### config.mk
export PLATFORM = sky130hd
export DESIGN_NAME = upstream_write_sequencer
export DESIGN_NICKNAME = d
export VERILOG_FILES = /design/src/rtl/ws_pkg.sv /design/src/rtl/ws_fifo.sv /design/src/rtl/upstream_write_sequencer.sv
export SDC_FILE = /design/constraint.sdc
export NUM_CORES = 1
export LEC_CHECK = 0
export BUFFER_PORTS_ARGS = -buffer_cell sky130_fd_sc_hd__buf_2
export CAP_MARGIN = 20
export CORE_ASPECT_RATIO = 1.4
export CORE_MARGIN = 5
export CORE_UTILIZATION = 50
export CTS_CLUSTER_DIAMETER = 80
export DETAILED_ROUTE_END_ITERATION = 7
export GPL_TIMING_DRIVEN = 0
export PLACE_DENSITY = 0.76
export SLEW_MARGIN = 20
export SYNTH_ARGS = -nofsm -noshare
export SYNTH_HDL_FRONTEND = slang
export SYNTH_SLANG_ARGS = --single-unit
### constraint.sdc
create_clock -name clk -period 3.1 [get_ports clk]
set_clock_uncertainty 0.15 [all_clocks]
set_input_delay 0.465 -clock clk [delete_from_list [all_inputs] [get_ports clk]]
set_output_delay 0.465 -clock clk [all_outputs]
set_load 0.03 [all_outputs]
### src/rtl/ws_pkg.sv
// Shared types and constants for the upstream write sequencer.
package ws_pkg;

    typedef enum logic [1:0] {
        IDLE  = 2'b00,
        ACK   = 2'b01,
        WRITE = 2'b10,
        DONE  = 2'b11
    } state_t;

    // Cycles the ack handshake pulse is held high.
    localparam int unsigned ACK_PULSE = 1;

endpackage

### src/rtl/ws_fifo.sv
// Request buffer: registered pointers and count, combinational head read, no fall-through.
module ws_fifo #(
    parameter int unsigned DEPTH = 4,
    parameter int unsigned WIDTH = 40
) (
    input  logic                    clk,
    input  logic                    HRESET,
    input  logic                    push,
    input  logic                    pop,
    input  logic [WIDTH-1:0]        din,
    output logic [WIDTH-1:0]        dout,
    output logic                    full,
    output logic                    empty,
    output logic [$clog2(DEPTH):0]  count
);

    localparam int unsigned PTR_W = $clog2(DEPTH);
    localparam int unsigned CNT_W = PTR_W + 1;

    logic [WIDTH-1:0] mem_q [DEPTH];
    logic [PTR_W-1:0] wr_ptr_q, wr_ptr_d;
    logic [PTR_W-1:0] rd_ptr_q, rd_ptr_d;
    logic [CNT_W-1:0] count_q, count_d;
    logic             do_push, do_pop;

    assign full    = (count_q == CNT_W'(DEPTH));
    assign empty   = (count_q == '0);
    assign do_push = push & ~full;
    assign do_pop  = pop & ~empty;
    assign dout    = mem_q[rd_ptr_q];
    assign count   = count_q;

    // DEPTH is a power of two, so pointers wrap by natural overflow.
    always_comb begin
        wr_ptr_d = wr_ptr_q;
        rd_ptr_d = rd_ptr_q;
        count_d  = count_q;
        if (do_push) wr_ptr_d = wr_ptr_q + PTR_W'(1);
        if (do_pop)  rd_ptr_d = rd_ptr_q + PTR_W'(1);
        case ({do_push, do_pop})
            2'b10:   count_d = count_q + CNT_W'(1);
            2'b01:   count_d = count_q - CNT_W'(1);
            default: count_d = count_q;
        endcase
    end

    always_ff @(posedge clk) begin
        if (HRESET) begin
            wr_ptr_q <= '0;
            rd_ptr_q <= '0;
            count_q  <= '0;
        end else begin
            wr_ptr_q <= wr_ptr_d;
            rd_ptr_q <= rd_ptr_d;
            count_q  <= count_d;
        end
    end

    always_ff @(posedge clk) begin
        if (do_push) mem_q[wr_ptr_q] <= din;
    end

endmodule

### src/rtl/upstream_write_sequencer.sv
// Buffers write requests and sequences each one as ack pulse, MEM_LAT write cycles, memwr pulse.
module upstream_write_sequencer #(
    parameter int unsigned ADDR_W     = 8,
    parameter int unsigned DATA_W     = 32,
    parameter int unsigned FIFO_DEPTH = 4,
    parameter int unsigned MEM_LAT    = 3
) (
    input  logic                           clk,
    input  logic                           HRESET,
    input  logic                           req_valid,
    output logic                           req_ready,
    input  logic [ADDR_W-1:0]              req_addr,
    input  logic [DATA_W-1:0]              req_data,
    input  logic                           dn_busy,
    output logic                           ack,
    output logic                           memwr,
    output logic                           mem_we,
    output logic [ADDR_W-1:0]              mem_addr,
    output logic [DATA_W-1:0]              mem_wdata,
    output logic [$clog2(FIFO_DEPTH):0]    fifo_count
);

    import ws_pkg::*;

    localparam int unsigned ENT_W = ADDR_W + DATA_W;
    localparam int unsigned LAT_W = $clog2(MEM_LAT + 1);

    state_t            state_q, state_d;
    logic [LAT_W-1:0]  lat_cnt_q, lat_cnt_d;
    logic [ADDR_W-1:0] mem_addr_q, mem_addr_d;
    logic [DATA_W-1:0] mem_wdata_q, mem_wdata_d;
    logic [ENT_W-1:0]  head;
    logic              fifo_full, fifo_empty, pop;

    ws_fifo #(
        .DEPTH (FIFO_DEPTH),
        .WIDTH (ENT_W)
    ) u_fifo (
        .clk    (clk),
        .HRESET (HRESET),
        .push   (req_valid & req_ready),
        .pop    (pop),
        .din    ({req_addr, req_data}),
        .dout   (head),
        .full   (fifo_full),
        .empty  (fifo_empty),
        .count  (fifo_count)
    );

    assign req_ready = ~fifo_full;

    always_comb begin
        state_d     = state_q;
        lat_cnt_d   = lat_cnt_q;
        mem_addr_d  = mem_addr_q;
        mem_wdata_d = mem_wdata_q;
        pop         = 1'b0;
        case (state_q)
            IDLE: begin
                // dn_busy only gates the start of a write, never one already in flight.
                if (!fifo_empty && !dn_busy) begin
                    state_d     = ACK;
                    pop         = 1'b1;
                    lat_cnt_d   = '0;
                    mem_addr_d  = head[ENT_W-1:DATA_W];
                    mem_wdata_d = head[DATA_W-1:0];
                end
            end
            ACK: begin
                if (lat_cnt_q == LAT_W'(ACK_PULSE - 1)) begin
                    state_d   = WRITE;
                    lat_cnt_d = '0;
                end else begin
                    lat_cnt_d = lat_cnt_q + LAT_W'(1);
                end
            end
            WRITE: begin
                lat_cnt_d = lat_cnt_q + LAT_W'(1);
                if (lat_cnt_q == LAT_W'(MEM_LAT - 1)) state_d = DONE;
            end
            DONE:    state_d = IDLE;
            default: state_d = IDLE;
        endcase
    end

    always_ff @(posedge clk) begin
        if (HRESET) begin
            state_q     <= IDLE;
            lat_cnt_q   <= '0;
            mem_addr_q  <= '0;
            mem_wdata_q <= '0;
        end else begin
            state_q     <= state_d;
            lat_cnt_q   <= lat_cnt_d;
            mem_addr_q  <= mem_addr_d;
            mem_wdata_q <= mem_wdata_d;
        end
    end

    assign ack       = (state_q == ACK);
    assign mem_we    = (state_q == WRITE);
    assign memwr     = (state_q == DONE);
    assign mem_addr  = mem_addr_q;
    assign mem_wdata = mem_wdata_q;

endmodule
Yosys cells after proc, flatten, opt, wreduce, memory -nomap -nowiden
Memory sizes are Yosys's and may differ from the RTL's. A register that Yosys moved wholly into a read port is not among the register bits.
Cells that the tools add are included.
Operators by class
  add/subtract/negate cells: 5
  equality and inequality tests: 10
  multiplexer cells: 12
  bitwise gates (word level): 5
  reduce and logical (&&, ||, !) cells: 11
Operator list (number)
  $mux 2: 5
  $eq 2x2->1 const B: 4
  $pmux 2 s4: 1
  $add 2x1->2 const B: 3
  $pmux 2 s3: 1
  $pmux 3 s2: 1
  $eq 2x1->1 const B: 2
  $logic_not 2->1: 2
  $mux 1: 4
  $ne 2x1->1 const B: 2
  $reduce_and 2->1: 2
  $add 3x1->3 const B: 1
  $and 1x1->1: 3
  $eq 3x3->1 const B: 1
  $logic_not 3->1: 1
  $reduce_and 3->1: 1
  $reduce_bool 3->1: 1
  $sub 3x1->3 const B: 1
  $logic_not 1->1: 2
  $ne 2x2->1 const B: 1
  $not 1->1: 2
  $reduce_bool 2->1: 1
  $logic_and 1x1->1: 1
Word-level totals
  bits in registers: 11
  RAM bits: 160
  bits of input ports: 44
  output and inout port bits: 47
  word-level logic and storage cells: 49
  memories kept: 1
Memories
  u_fifo.mem_q: words 4, bits a word 40, read ports 1, clocked after Yosys merged registers in 1, wr ports 1, RTL line ws_fifo.sv:20  | logic [WIDTH-1:0] mem_q [DEPTH];

Depth between registers and ports, before layout
Gate-level depths: netlist (run 1).
  depth in word-level cells: 8
  gate-level depth with buffers: 9
  mapped depth without buffers: 9

By module
From an unflattened synthesis (run 1), not the netlist that was laid out.
Second synthesis, totals
  cell total of the unflattened synthesis: 476
  area, all modules: 8031.5 µm²
By module, submodules not included
  ws_fifo: times used 1, cells each 263, area each 6304.8 µm², seq. area each 4984.8 µm²
  upstream_write_sequencer: times used 1, cells each 213, area each 1726.7 µm², seq. area each 880.8 µm²

Least setup slack after synthesis (run 1)
Ideal clock, no wire load.
  path kind: reg2reg
  from: reg u_fifo.count_q[2], in the netlist u_fifo.count[2]
  to: reg u_fifo.count_q[2], in the netlist u_fifo.count[2]
  setup time: 71 ps
  data arrival time: 2544 ps
  data required time: 2879 ps
  slack: 335 ps
  cell stages (with the launch flop): 10
  buffers on the path: 0
  period minus slack after synthesis: 2765 ps
  cell sequence: dfxtp_1 > or3b_1 > and2_4 > inv_2 > ha_1 > inv_1 > fa_1 > xor2_1 > or3_1 > a21oi_1
On the way
  elaborated cells on any way between the ends: 17
  those cells by class: 2 x add/sub; 3 x eq/ne; 3 x mux; 5 x bitwise; 4 x reduce/logical
RTL lines
  start: declaration: RTL line ws_fifo.sv:23  | logic [CNT_W-1:0] count_q, count_d;
  start signal: assignment: RTL line ws_fifo.sv:55  | count_q <= count_d;
  $eq 3x3->1 (*): RTL line ws_fifo.sv:26  | assign full = (count_q == CNT_W'(DEPTH));
  $not 1->1 (*): RTL line upstream_write_sequencer.sv:50  | assign req_ready = ~fifo_full;
  via req_ready: RTL line upstream_write_sequencer.sv:11  | output logic req_ready,
  $and 1x1->1: RTL line upstream_write_sequencer.sv:41  | .push (req_valid & req_ready),
  $and 1x1->1 (*): RTL line ws_fifo.sv:28  | assign do_push = push & ~full;
  $eq 2x1->1 or $eq 2x2->1 (tied branches): RTL line ws_fifo.sv:40  | case ({do_push, do_pop})
  $pmux 3 s2 or $reduce_bool 2->1 (tied branches)
Mark *: on every way through the listed nets, which the timed path passes. The rest lies on a longest branch.
A chain may end at the register's enable or synchronous reset.

Worst setup path in the final report (run 1)
  from: reg u_fifo.count_q[2], in the netlist u_fifo.count[2]
  to: reg u_fifo.count_q[2], in the netlist u_fifo.count[2]
On the way
  word-level cells in the longest chain between the ends: 8
  elaborated cells on any way between the ends: 17
  those cells by class: 2 x add/sub; 3 x eq/ne; 3 x mux; 5 x bitwise; 4 x reduce/logical
Ends and longest elaborated chain
  $logic_not 3->1: RTL line ws_fifo.sv:27  | assign empty = (count_q == '0);
  $logic_not 1->1: RTL line upstream_write_sequencer.sv:61  | if (!fifo_empty && !dn_busy) begin
  $logic_and 1x1->1: RTL line upstream_write_sequencer.sv:61
  $mux 1: RTL line upstream_write_sequencer.sv:61
  $mux 1: RTL line upstream_write_sequencer.sv:58  | case (state_q)
  $and 1x1->1: RTL line ws_fifo.sv:29  | assign do_pop = pop & ~empty;
  $eq 2x1->1 or $eq 2x2->1 (tied branches): RTL line ws_fifo.sv:40
  $pmux 3 s2 or $reduce_bool 2->1 (tied branches)
Parallel ways exist; a longest one is shown, timed or not.

==> results of run 1 <==
==> power breakdown <==
| part | total, µW | internal, µW | switching (µW) |
|---|---|---|---|
| clock network | 2240 | 1270 | 961 |
| registers | 3600 | 3440 | 157 |
| logic | 1970 | 835 | 1130 |
==> placed cells by master, fill, tap and decap left out, drive strengths merged, types with 2 or more instances in the layout <==
| cell | n |
|---|---|
| a21oi | 3 |
| a22o | 40 |
| and3 | 4 |
| buf | 107 |
| clkbuf | 35 |
| clkinv | 6 |
| dfxtp | 51 |
| edfxtp | 160 |
| ha | 13 |
| inv | 12 |
| mux4 | 40 |
| nand2 | 2 |
| nand2b | 2 |
| nor2 | 12 |
| o21ai | 2 |
| o31ai | 2 |
| xnor2 | 3 |
| xor2 | 2 |
==> how the worst max path moves through the flow <==
stage / to / slack (ps)
after global routing: u_fifo.count[2] / 380
final: u_fifo.count[2] / 480
after global placement: u_fifo.mem_q[0][11] / 110
after detailed placement: u_fifo.count[2] / 540
after floorplan: u_fifo.count[2] / 340
after CTS: u_fifo.count[2] / 500
==> state kept, by name, indices dropped and copies added (netlist names) <==
signal / flops
lat_cnt_q: 2
mem_addr: 8
mem_wdata: 32
state_q: 2
u_fifo.count: 3
u_fifo.mem_q: 160
u_fifo.rd_ptr_q: 2
u_fifo.wr_ptr_q: 2
==> worst register-to-register path: stages, from the launching register on <==
cell and delay, ps:
dfxtp_1 430, or3b_1 460, and2_4 210, inv_2 50, ha_1 170, inv_1 70, fa_1 380, xor2_1 170
or3_1 310, a21oi_1 150
==> stage by stage <==
step | hold WS [ps] | worst slack (ps)
6_report | 46.67 | 482.4
5_1_grt | 29.41 | 384.9
4_1_cts | 26.05 | 497.9
3_5_place_dp | 312.0 | 535.9
3_3_place_gp | 305.4 | 106.1
2_1_floorplan | 312.1 | 335.1
==> area by class of cell <==
class | count | area [µm²] | area share
sequential | 211 | 5826 | 0.6394
multi-input combinational | 142 | 1758 | 0.1929
clock buffer | 29 | 565.5 | 0.06207
timing repair buffer | 94 | 530.5 | 0.05823
tap | 192 | 240.2 | 0.02637
buffer | 19 | 101.3 | 0.01112
inverter | 12 | 45.04 | 0.004944
clock inverter | 7 | 42.54 | 0.004669
antenna | 1 | 2.502 | 0.0002746
==> layer usage <==
| metal | vias up | part of all wire | track usage |
|---|---|---|---|
| met5 | - | 0.00085 | 0 |
| met4 | 2 | 0.018 | 0.04474 |
| met3 | 19 | 0.052 | 0.03731 |
| met2 | 83 | 0.52 | 0.2729 |
| met1 | 1938 | 0.40 | 0.2123 |
| li1 | 1783 | - | - |
==> cell families (layout without fill, tap and decap cells) <==
| group | Yosys count | count (layout) | synth area share |
|---|---|---|---|
| multiplexers | 41 | 41 | 0.1181 |
| AO/OA/AOI/OAI | 53 | 53 | 0.05637 |
| flip-flops | 211 | 211 | 0.7541 |
| AND/OR/NAND/NOR | 29 | 29 | 0.02316 |
| other | 0 | 1 | 0 |
| XOR/XNOR | 5 | 5 | 0.005670 |
| adder cells (fa/ha/maj) | 14 | 14 | 0.02365 |
| buffers and inverters | 31 | 161 | 0.01895 |
==> metrics.yaml, run 1 <==
setup_path:
  critPathMaxStageDelay_ps: 460
  start_kind: "flop"
  critPathRequiredTime_ps: 3350
  critical_path.endpoint_type: "flop"
  r2r_slack_ps: 480
  worst_r2r_endpoint: "u_fifo.count[2]"
  r2r_start: "u_fifo.count[2]"
  startpoint: "u_fifo.count[2]"
  arrival_ps: 2870
  path_class: "reg -> reg"
  path_cells: "or3b_1 -> and2_4 -> inv_2 -> ha_1 -> inv_1 -> fa_1 -> xor2_1 -> or3_1 -> a21oi_1"
  reg2reg_depth: 9
  path_max_fanout: 6
  cp.depth: 9
  cp_num_buf_inv: 2
  crit_family: "simple AND/OR/NAND/NOR gates"
  critPathSlowestCell: "or3b_1"
timing:
  maxSlewViolCount: 0
  rsz0062_at_grt: "false"
  period_needed_ps: 2618
  clock.fmax_mhz: 382.0
  maxSlewHeadroom: 0.5580
  finalSetupTns_ps: 0
  hold_viol: 0
  period_share: 0.8444
  worst_slew_pin_slew_ps: 663.0
  setup_viol: 0
floorplan:
  io_pins: 91
  fp.dieW_um: 115.1
  die_h_um: 157.1
  die_area_mm2: 0.01807
  rows: 53
  start_util: 0.5109
  coreArea_mm2: 0.01512
logic_synthesis:
  syn_area_mm2: 0.007725
  yosysMostFrequentCell: "edfxtp_1"
  yosysSeqAreaShare: 0.7541
  ys_ff_latch: 211
  synth.top_cell.area_share: 0.6220
  synth_nets: 442
  yosys_warnings: 0
  ys_top_cells_by_count: "edfxtp_1, dfxtp_1, a22o_1, mux4_2, ha_1"
  yosysUniqueCellTypes: 37
  synth.avg_cell_area_um2: 20.12
  async_flop_share: 0
  ys_top_cells_by_area: "edfxtp_1, dfxtp_1, mux4_2"
  syn_inst: 384
  yosys.area.top_type: "edfxtp_1"
  ys.flop_type: "edfxtp_1"
  synth-edff-count: 160
final_layout:
  final_nets: 558
  final_cell_count_no_fill: 707
  drive_gt1_frac: 0.3599
  final_util: 0.6026
  fillers: 1128
  stdcell_area_mm2: 0.009111
  syn2layout_area_growth_pct: 17.95
global_route:
  grt_pass1_wl_mm: 22.79
  grt_pass1_vias: 4192
  overflow: 0
  grt_max_degree: 23
  grt_usage: 0.1619
  antenna_found_initial: 2
routing:
  route.vias.total: 3825
  drtIter0Drc: 221
  drt-total-wl_mm: 14.04
  wl_per_cell_um: 19.86
  drt_first_pass_iters: 4
  ant_nets: 0
  via_per_inst: 5.410
  drc: 0
pwr:
  power.total_uw: 7803
  peakVddDrop_uv: 565.9
  p_leak_uw: 0.003274
  p_per_area_mw_per_mm2: 856.4
cts:
  clk_pin_slew_ps: 60
  clock_path_buffers: 3
  cts_made_buffers: 20
  ctsHtreeMaxLevel: 1
  cts_resized: 0
  holdBufCountCts: 0
  cts_root_buf: "clkbuf_16"
  cts_setup_buffers: 0
  numClockSinks: 211
  insertion_delay_ps: 480
  cts_tree: "built"
job:
  maxCapViolations: 0
run_status:
  outcome: "completed"
placement:
  place_hpwl_mm: 9.203
  place.gp.congestion: 0.7948
  placed_area_mm2: 0.008501
  port-buffer-count: 90
  dp_cells: 670
min_path:
  whs_path_depth: 1
  whs_endpoint: "u_fifo.mem_q[1][5]"
  min-delay-start: "req_data[5]"
  min_path_type: "in -> reg"
No activity file was read; power rests on OpenSTA's default activity.
==> run 2: changes to the inputs <==
- PLACE_DENSITY: 0.76 -> 0.79
- clock period: 3.1 -> 2.2 ns (I/O delays scaled with it)
==> run 2 against run 1 <==
Effect of this change: the flow now finishes with violations (negative setup slack); sequential share of layout area down 3.1 points; sequential power rose by 41%; via count grew 6.4%; non-clock buffer count rose by 45; clock power grew 49%; combinational power increased by 52%; flip-flop and latch count did not move; power rose by 46%; first-iteration DRC count unchanged; critical endpoint unchanged; largest cell class unchanged.
==> metrics.yaml, run 2 (synthesized netlist as in run 1, its figures left out) <==
global_route:
  grt_pass1_wl_mm: 23.72
  grt_pass1_vias: 4398
  grt_max_degree: 41
  grt_usage: 0.1710
  antenna_found_initial: 0
  overflow: 0
timing:
  period_needed_ps: 2263
  rsz0062_at_grt: "true"
  hold_viol: 0
  fin_ws_ps: -62.73
  maxSlewHeadroom: 0.2691
  clock.fmax_mhz: 441.9
  setup_viol: 1
  period_share: 1.029
  worst_slew_pin_slew_ps: 1096
  maxSlewViolCount: 0
setup_path:
  path_cells: "or3b_4 -> and2_4 -> inv_4 -> ha_4 -> inv_2 -> fa_2 -> xor2_1 -> or3_1 -> a21oi_2"
  crit_end: "u_fifo.count[2]"
  critPathSlowestCell: "or3b_4"
  r2r_start: "u_fifo.count[0]"
  critPathMaxStageDelay_ps: 390
  path_class: "reg -> reg"
  r2r_slack_ps: -60
  start_kind: "flop"
  startpoint: "u_fifo.count[0]"
  critPathRequiredTime_ps: 2450
  reg2reg_depth: 9
  critical_path.endpoint_type: "flop"
  worst_r2r_endpoint: "u_fifo.count[2]"
  path_max_fanout: 2
  arrival_ps: 2520
placement:
  placed_area_mm2: 0.008444
  port-buffer-count: 90
  place.gp.congestion: 0.7857
  dp_cells: 666
  place_hpwl_mm: 8.858
routing:
  via_per_inst: 5.419
  drc: 0
  ant_nets: 0
  wl_per_cell_um: 19.78
  route.vias.total: 4070
  drtIter0Drc: 221
  drt-total-wl_mm: 14.86
  drt_first_pass_iters: 4
final_layout:
  seq_area_mm2: 0.005837
  largest_reg_flops: 160
  final_common_cell: "edfxtp_1"
  mostFrequentLayoutCells: "edfxtp_1, buf_2, dfxtp_1"
  multiInputGateArea_mm2: 0.001805
  antenna_cells: 0
  stdcell_area_mm2: 0.009589
  final_util: 0.6342
  regMostFlops: "u_fifo.mem_q"
  final_cell_count_no_fill: 751
  drive_gt1_frac: 0.3578
  final_nets: 603
  fillers: 1041
  syn2layout_area_growth_pct: 24.13
cts:
  insertion_delay_ps: 480
  cts_made_buffers: 20
  clk_pin_slew_ps: 60
  clock_path_buffers: 3
  ctsHtreeMaxLevel: 1
  cts_tree: "built"
  numClockSinks: 211
  cts_root_buf: "clkbuf_16"
pwr:
  p_leak_uw: 0.003471
  pwr-share-comb: 0.263
  power.switching_uw: 3253
  power.total_uw: 11420
  peakVddDrop_uv: 1117
  clockPowerShare: 0.293
  seqPwrFrac: 0.444
  p_int_uw: 8168
  p_sw_frac: 0.2848
  p_per_area_mw_per_mm2: 1191
floorplan:
  coreArea_mm2: 0.01512
  rows: 53
  io_pins: 91
  die_h_um: 157.1
  fp.dieW_um: 115.1
  start_util: 0.5109
  die_area_mm2: 0.01807
min_path:
  min_path_type: "in -> reg"
job:
  maxCapViolations: 0
run_status:
  outcome: "finished, violations left"
  failed_checks: "negative setup slack"
## run 2: through the flow
stage	TNS (ps)	hold WS, ps	worst slack, ps
floorplan	-175.7	278.9	-155.5
global placement	-236.1	308.4	-182.0
detailed placement	-387.6	311.0	-272.5
CTS	-377.4	67.82	-86.62
global route	-1350	105.5	-148.0
finish	-62.73	90.02	-62.73
## run 2: power groups by stage
| stage | Combinational [µW] | Sequential, µW | Clock, µW |
|---|---|---|---|
| 2_1_floorplan | 1650 | 5560 | 0 |
| 3_3_place_gp | 2740 | 5140 | 0 |
| 3_5_place_dp | 2820 | 5180 | 0 |
| 4_1_cts | 3010 | 5080 | 3390 |
| 5_1_grt | 3240 | 5120 | 3600 |
| 6_report | 3000 | 5070 | 3340 |
## run 2: metal layers
| metal | GRT usage | routed length [µm] | vias up |
|---|---|---|---|
| met5 | 0 | 0 | - |
| met2 | 0.3115 | 8137 | 89 |
| met4 | 0.04810 | 284 | 0 |
| li1 | - | - | 1870 |
| met3 | 0.03423 | 718 | 24 |
| met1 | 0.2048 | 5716 | 2087 |
## run 2: cell type report
type,instances,area share
Sequential cell,211,0.6087
Tap cell,192,0.02505
Buffer,19,0.01083
Timing Repair Buffer,139,0.09577
Multi-Input combinational cell,142,0.1883
Clock inverter,7,0.008481
Inverter,12,0.004958
Clock buffer,29,0.05793
## run 2: worst min-delay path by stage
stage | cells past startpoint | from | endpoint | slack, ps
floorplan | 0 | req_data[0] | u_fifo.mem_q[0][0] | 280
global placement | 1 | mem_wdata[17] | mem_wdata[17] | 310
detailed placement | 1 | mem_wdata[24] | mem_wdata[24] | 310
CTS | 3 | HRESET | state_q[0] | 70
global route | 3 | HRESET | state_q[0] | 110
finish | 3 | HRESET | state_q[0] | 90
## run 2: critical path, delay by kind of cell (launching register included)
kind / cells / cell delay (ps)
AOI/OAI and AO/OA: 1 / 120
xor gates and xnor gates: 1 / 160
adders and majority gates: 2 / 460
buffers and inverters: 2 / 100
DFF: 1 / 340
and+or+nand+nor: 3 / 880
## run 2: what timing repair did
| item | CTS | global route |
|---|---|---|
| hold buffers | 40 | 0 |
| pin swaps | 2 | 1 |
| setup buffers | 6 | 3 |
| hold endpoints to repair | 160 | 0 |
| endpoints found under the setup margin | 2 | 82 |
| gates resized for setup | 8 | 4 |
